`src/rtl/demux_8_seq_pkg.sv`:
```
// demux_8_seq_pkg: shared sizing for demux_8_seq; DEMUX8_PARITY_EN adds a ninth (odd parity) bit per frame
package demux_8_seq_pkg;
  localparam int DEMUX8_WIDTH = 8;
`ifdef DEMUX8_PARITY_EN
  localparam int DEMUX8_IDX_W = 4;
  localparam int DEMUX8_FRAME_LEN = 9;
`else
  localparam int DEMUX8_IDX_W = 3;
  localparam int DEMUX8_FRAME_LEN = 8;
`endif
endpackage

```
`src/rtl/demux_8_seq_if.sv`:
```
// demux_8_seq_if: serial input strobe and parallel word/status outputs of demux_8_seq
interface demux_8_seq_if;
  import demux_8_seq_pkg::*;
  logic I;
  logic V;
  logic [DEMUX8_WIDTH-1:0] O;
  logic D;
  logic B;
  logic E;
  modport master (output I, V, input O, D, B, E);
  modport slave (input I, V, output O, D, B, E);
endinterface

```
`src/rtl/demux_8_seq_decoder_3to8.sv`:
```
// decoder_3to8: gated 3-to-8 one-hot decoder built only from 2-input NAND primitives
module decoder_3to8 (
  input  logic [2:0] sel,
  input  logic       en,
  output logic [7:0] hot
);
  logic [2:0] sel_n;
  for (genvar b = 0; b < 3; b++) begin : g_inv
    nand u_inv (sel_n[b], sel[b], sel[b]);
  end
  for (genvar k = 0; k < 8; k++) begin : g_line
    logic l0, l1, l2, t1, t2, u1, u2, t3;
    assign l0 = k[0] ? sel[0] : sel_n[0];
    assign l1 = k[1] ? sel[1] : sel_n[1];
    assign l2 = k[2] ? sel[2] : sel_n[2];
    // four-input AND as two NAND pairs, each re-inverted, then a final NAND/invert
    nand u_t1 (t1, l0, l1);
    nand u_t2 (t2, l2, en);
    nand u_u1 (u1, t1, t1);
    nand u_u2 (u2, t2, t2);
    nand u_t3 (t3, u1, u2);
    nand u_o (hot[k], t3, t3);
  end
endmodule

```
`src/rtl/demux_8_seq.sv`:
```
// demux_8_seq: serial-to-8-line distributor with done pulse; DEMUX8_PARITY_EN enables 9-bit odd-parity frames
module demux_8_seq
  import demux_8_seq_pkg::*;
(
  input logic            clk,
  input logic            rst,
  demux_8_seq_if.slave   bus
);
  localparam logic [DEMUX8_IDX_W-1:0] LAST = DEMUX8_IDX_W'(DEMUX8_FRAME_LEN - 1);
  logic [DEMUX8_IDX_W-1:0] idx;
  logic [DEMUX8_WIDTH-1:0] s, s_nxt, hot, o;
  logic d, wr, last, ok;
  assign last = bus.V && idx == LAST;
`ifdef DEMUX8_PARITY_EN
  logic e;
  assign wr = bus.V && !idx[3];
  assign ok = ^{s, bus.I};
  always_ff @(posedge clk)
    if (rst) e <= 1'b0;
    else e <= last && !ok;
  assign bus.E = e;
`else
  assign wr = bus.V;
  assign ok = 1'b1;
  assign bus.E = 1'b0;
`endif
  decoder_3to8 u_dec (.sel(idx[2:0]), .en(wr), .hot(hot));
  // on the parity bit hot is zero, so s_nxt is the completed data word either way
  assign s_nxt = (s & ~hot) | (hot & {DEMUX8_WIDTH{bus.I}});
  always_ff @(posedge clk) begin
    if (rst) begin
      idx <= '0;
      s <= '0;
      o <= '0;
      d <= 1'b0;
    end else begin
      s <= s_nxt;
      d <= last && ok;
      if (bus.V) idx <= last ? '0 : idx + 1'b1;
      if (last && ok) o <= s_nxt;
    end
  end
  assign bus.O = o;
  assign bus.D = d;
  assign bus.B = idx != '0;
endmodule

```
`src/flat_wrapper.sv`:
```
// flat-port wrapper written by rule: the top's interface ports become plain ports
module demux_8_seq_flat import demux_8_seq_pkg::*;
  (clk, rst, bus_I, bus_V, bus_O, bus_D, bus_B, bus_E);
  demux_8_seq_if bus_i ();
  input logic clk;
  input logic rst;
  input wire logic [$bits(bus_i.I)-1:0] bus_I;
  input wire logic [$bits(bus_i.V)-1:0] bus_V;
  output wire logic [$bits(bus_i.O)-1:0] bus_O;
  output wire logic [$bits(bus_i.D)-1:0] bus_D;
  output wire logic [$bits(bus_i.B)-1:0] bus_B;
  output wire logic [$bits(bus_i.E)-1:0] bus_E;
  assign bus_i.I = bus_I;
  assign bus_i.V = bus_V;
  assign bus_O = bus_i.O;
  assign bus_D = bus_i.D;
  assign bus_B = bus_i.B;
  assign bus_E = bus_i.E;
  demux_8_seq u_core (.clk(clk), .rst(rst), .bus(bus_i));
endmodule
```
`config.mk`:
```
export PLATFORM = sky130hd
export DESIGN_NAME = demux_8_seq_flat
export DESIGN_NICKNAME = d
export VERILOG_FILES = /design/src/rtl/demux_8_seq_pkg.sv /design/src/rtl/demux_8_seq_if.sv /design/src/rtl/demux_8_seq_decoder_3to8.sv /design/src/rtl/demux_8_seq.sv /design/src/flat_wrapper.sv
export SDC_FILE = /design/constraint.sdc
export NUM_CORES = 1
export LEC_CHECK = 0
export ABC_AREA = 1
export CAP_MARGIN = 20
export CORE_UTILIZATION = 51
export DETAILED_ROUTE_END_ITERATION = 7
export PLACE_DENSITY = 0.77
export SLEW_MARGIN = 10
export SYNTH_ARGS = -nofsm -noshare
export SYNTH_HDL_FRONTEND = slang
export SYNTH_SLANG_ARGS = --single-unit
export TNS_END_PERCENT = 20
```
`constraint.sdc`:
```
create_clock -name clk -period 1.55 [get_ports clk]
set_input_delay 0.31 -clock clk [delete_from_list [all_inputs] [get_ports clk]]
set_output_delay 0.31 -clock clk [all_outputs]
set_load 0.05 [all_outputs]
```
# Word level (Yosys, flattened, before mapping)
# Cells that the tools add are included.
# totals
regBits,20
elab_cells,30
# classes
reduce_logical,2
bitwise,21
muxes,1
n_eq_ne,1
addsub,1
# ops
operator,n
$and 8x8->8,2
$and 1x1->1,14
$not 8->8,1
$or 8x8->8,1
$add 3x1->3 const B,1
$eq 3x3->1 const B,1
$mux 3,1
$not 1->1,3
$reduce_bool 3->1,1
$logic_and 1x1->1,1

# Logic depth before layout (Yosys ltp)
# logic_depth
depth_word,6
depth_mapped,6
depth_no_buf,6

# By module
# From an unflattened synthesis, not the netlist that was laid out.
# hier_totals
hier_cells,150
hier_area_um2,1008.5
# by_module_without_submodules
module,seq_area_each_um2,area_each_um2,instances,cells_each
demux_8_seq,400.4,884.6,1,125
decoder_3to8,0.0,123.9,1,25

# Worst setup path before layout
# OpenSTA, ideal clock, no wires.
# synth_path
path_kind,reg-to-output
from,register u_core.idx[0]
to,output bus_B
arrival_time_ns,1.047
required_time_ns,1.240
path_slack_ns,0.193
path_stages_with_launch,4
path_buffers,0
cell_sequence,dfxtp_1 inv_1 ha_1 nand2_1
# synth_between
elab_chain_len,1
# synth_lines
item,line,rtl
"start, declared",demux_8_seq.sv:10,logic [DEMUX8_IDX_W-1:0] idx;
"start signal, assigned",demux_8_seq.sv:39,if (bus.V) idx <= last ? '0 : idx + 1'b1;
$reduce_bool 3->1,demux_8_seq.sv:45,assign bus.B = idx != '0;
"end, declared",flat_wrapper.sv:11,output wire logic [$bits(bus_i.B)-1:0] bus_B;
# No other way between the ends.

# Final worst setup path
# Same ends and word-level chain as after synthesis.

==> results by stage <==
Run status:
- The run finished with clean final reports.

Detailed routing:
- Summed over all layers, the routed wires come to 1930 µm.
- The average wire per standard cell is 11.9 µm.
- Detailed routing placed a total of 107 µm of wire on met3.
- After detailed routing, the number of remaining DRC violations is 0.
- For this block, the via count after detailed routing is 828.
- The highest metal layer with signal wires is met4.
- After detailed routing, the wire length on met1 is between 800 and 900 µm.
- The met2 wire length is 965 µm.
- The first detailed-routing pass took 4 iterations.
- For this block, the initial DRC count from the detailed router was 21.
- The via-per-instance ratio is 5.11.
- The residual antenna-violating net count after detailed routing is 0.

Timing:
- The final number of max-transition violations is 0.
- Setup total negative slack on the finished layout was measured at 0 ns.
- For this run, the top clock speed supported by timing is 0.669 GHz.
- The clock period minus final worst setup slack is about 1.5 ns.
- Setup repair after global routing left no endpoint under its margin.
- Setup violations remaining at the end of the flow were counted as 0.
- The share of the cycle needed by the critical path after routing is 0.965.
- The number of hold violations in the final report came to 0.
- For the final database, setup skew stands at between 0.009 and 0.01 ns.

Power:
- The net switching power of the design is 0.257 mW.
- The combinational power share is 0.121.
- Of the total power, the clock network draws 0.392.
- For this design the ratio of total power to cell area is roughly 950 nW/µm².
- The internal power consumption is 0.839 mW.
- The proportion of power drawn by flip-flops and latches is 0.487.
- The net switching fraction of the power is 0.235.
- The static leakage is 0.542 nW.
- The peak supply drop is 0.569 mV.

Worst setup path:
- The startpoint identified for the worst register-to-register timing path is u_core.idx[0].
- At the worst endpoint, the arrival time is 1.19 ns.
- The largest fanout on the critical path is 5.
- Together, buffers and inverters on the worst path number 2.
- The data required time of the critical path is between 1 and 1.5 ns.
- The signal on the critical path passes through inv_2, ha_4, nand2_1, buf_12.
- The source of the critical timing path is u_core.idx[0].
- The worst setup path is captured at an output port.
- The slowest stage of the critical path belongs to the cell sky130_fd_sc_hd__dfxtp_4.
- The path type of the worst setup path is flop to output port.
- In this design, the stage delay of the slowest critical-path cell is 0.38 ns.
- The worst setup path is launched from a flop.
- Grouping stages by cell kind, the critical path spends the most delay in flip-flops.

Final layout:
- The multi-input combinational cells in the finished layout cover a total of 423 µm².
- The number of inserted diodes is 0.
- Counting the fill cells in the layout gives approximately 160.
- After routing the design area is approximately 1200 µm².
- Across the whole layout, storage elements account for ~410 µm².
- The final layout contains between 100 and 150 nets.
- Compared with the post-synthesis result, the final layout area differs by 24.8%.
- The proportion of layout cells with a drive suffix above 1 is 0.190.
- Once layout is complete, the utilization of the core stands at 0.675.
- The number of cells in the finished layout apart from fillers is about 160.

Synth:
- The number of distinct standard cells referenced by the synthesized netlist is 19.
- The post-synthesis cell area is 925 µm².
- The cell count after synthesis is 121.
- The async set or reset register ratio after synthesis is 0.
- Sorting the synthesized cells by area gives the leading types as sky130_fd_sc_hd__dfxtp_1 (43%), sky130_fd_sc_hd__nand2_1 (14%), sky130_fd_sc_hd__nand3_1 (9.7%), sky130_fd_sc_hd__ha_1 (6.8%), sky130_fd_sc_hd__inv_1 (5.7%).
- For this run, the number of Yosys warnings is 0.
- sky130_fd_sc_hd__nand2_1 is the most common cell in the netlist.
- The share of the Yosys chip area taken by registers is 0.433.
- The portion of synthesized cell area occupied by the leading cell type is 0.433.
- The biggest area contributor in the post-synthesis netlist is sky130_fd_sc_hd__dfxtp_1.
- The number of nets in the synthesized netlist is 130.
- The most instantiated flip-flop cell in the synthesis netlist is sky130_fd_sc_hd__dfxtp_1.
- The number of register bits inferred by synthesis is 20.
- The per-instance average area after synthesis is 7.64 µm².
- The synthesized design contains 0 enable-type register cells.
- Ranked by instance count, the synthesized netlist is headed by sky130_fd_sc_hd__nand2_1 (35), sky130_fd_sc_hd__dfxtp_1 (20), sky130_fd_sc_hd__nand3_1 (18), sky130_fd_sc_hd__inv_1 (14).

GRT:
- The total routing resource utilization after global routing is 0.227.
- The number of global-route vias before repair came to a little under 800.
- The total overflow left after global routing is 0.
- The initial antenna violation count is 0.
- The global-route wire length before repair is 3260 µm.
- The pin count of the biggest net entering global routing is 20.

Placed design:
- Once placement finished, the instance area stood at between 1000 and 1500 µm².
- The total placed cells including tap cells is roughly 160.
- Routability-driven placement finished with a final weighted congestion of 0.839.
- The detailed-placement wirelength estimate is 1430 µm.
- The count of port buffers added during placement is 13.

Clocking:
- The number of hold buffers added after CTS was 0.
- The total number of H-tree levels is 1.
- Post-CTS timing repair inserted 0 buffers for setup.
- Clock-pin slew was measured on the worst setup and hold paths at 0.12 ns.
- Clock tree synthesis found a total of 20 sinks.
- The total CTS buffers is 3.
- The deepest clock path buffer count is 2.
- For the worst-skew pair, the clock arrives at the later sink with an insertion delay of 0.31 ns.
- The tree is rooted in a sky130_fd_sc_hd__clkbuf_4.
- The CTS tree is yes.

Die:
- After floorplanning, the core was sized to cover between 1500 and 2000 µm².
- The number of rows created at floorplan is 15.
- The area enclosed by the die boundary is between 1500 and 2000 µm².
- The die outline height is ~45 µm.
- The width of the die is 44.6 µm.
- For this configuration, the core starts out at a cell density of 0.541.
- The I/O pin total is 15.

Run:
- The max capacitance violation total is 0.

Worst hold path:
- The hold path startpoint is u_core.bus.O[1].
- The path type of the worst min-delay path is flop to flop.
## registers in the layout (all words and copies together), names as in the netlist
signal / flops
u_core.s: 8
u_core.bus.O: 8
u_core.bus.D: 1
u_core.idx: 3
## worst min-delay path, cell delays in order (launching register included)
cell	delay [ns]
sky130_fd_sc_hd__dfxtp_1	0.33
sky130_fd_sc_hd__nand2_1	0.06
sky130_fd_sc_hd__nand2_1	0.05
## layout make-up
type                    count  area share
flip-flops and latches     20       0.351
repair buffers             17       0.161
well taps                  25      0.0271
clock buffers               3      0.0195
clock inverters             1      0.0260
multi-input cells          81       0.367
inverters                  15      0.0488
## path summary, 6_finish.rpt
path	end	slack, ns	cells past startpoint
hold / removal	u_core.bus.O[1]	0.47	2
setup / recovery	bus_B	0.05	4
hold reg to reg	u_core.bus.O[1]	0.47	2
setup reg to reg	u_core.bus.O[4]	0.23	6
## layer usage
layer	vias to the layer above	track usage
met2	29	0.397
met1	375	0.257
met4	0	0.127
li1	418	-
met3	6	0.0408
met5	-	0
## logic make-up after synthesis
family                   Yosys count  share of synthesized area
adder cells (fa/ha/maj)            5                     0.0677
AO/OA/AOI/OAI                      4                     0.0257
flip-flops                        20                      0.433
buffers and inverters             20                      0.123
other                              1                    0.00406
AND/OR/NAND/NOR                   71                      0.346
## cells in the final DEF (no fill, tap or decap), drive strengths merged
cell,instances
buf,14
nand4,8
ha,5
o21ai,1
nand2,35
clkbuf,3
nand3,18
inv,15
clkdlybuf4s50,3
bufinv,1
a21oi,3
nor2,9
dfxtp,20
nor3b,1
conb,1
## stage by stage
stage / worst slack [ns] / hold slack [ns] / total power [mW]
6_report: 0.0549 / 0.468 / 1.10
5_1_grt: 0.000404 / 0.498 / 1.14
4_1_cts: 0.00198 / 0.471 / 1.09
3_5_place_dp: 0.0645 / 0.445 / 0.669
3_3_place_gp: 0.113 / 0.443 / 0.665
2_1_floorplan: 0.193 / 0.480 / 0.634
## power groups by stage
stage	logic, mW	clock network, mW	registers [mW]
after CTS	0.132	0.429	0.533
after global routing	0.146	0.461	0.535
final	0.133	0.430	0.533
after global placement	0.122	0	0.544
after detailed placement	0.125	0	0.544
after floorplan	0.0918	0	0.542
## repair_timing
action,4_1_cts,5_1_grt
gates resized for setup,5,2
hold endpoints to repair,0,0
endpoints found under the setup margin,1,1
pin swaps,0,0
No activity file was read; power rests on OpenSTA's default activity.
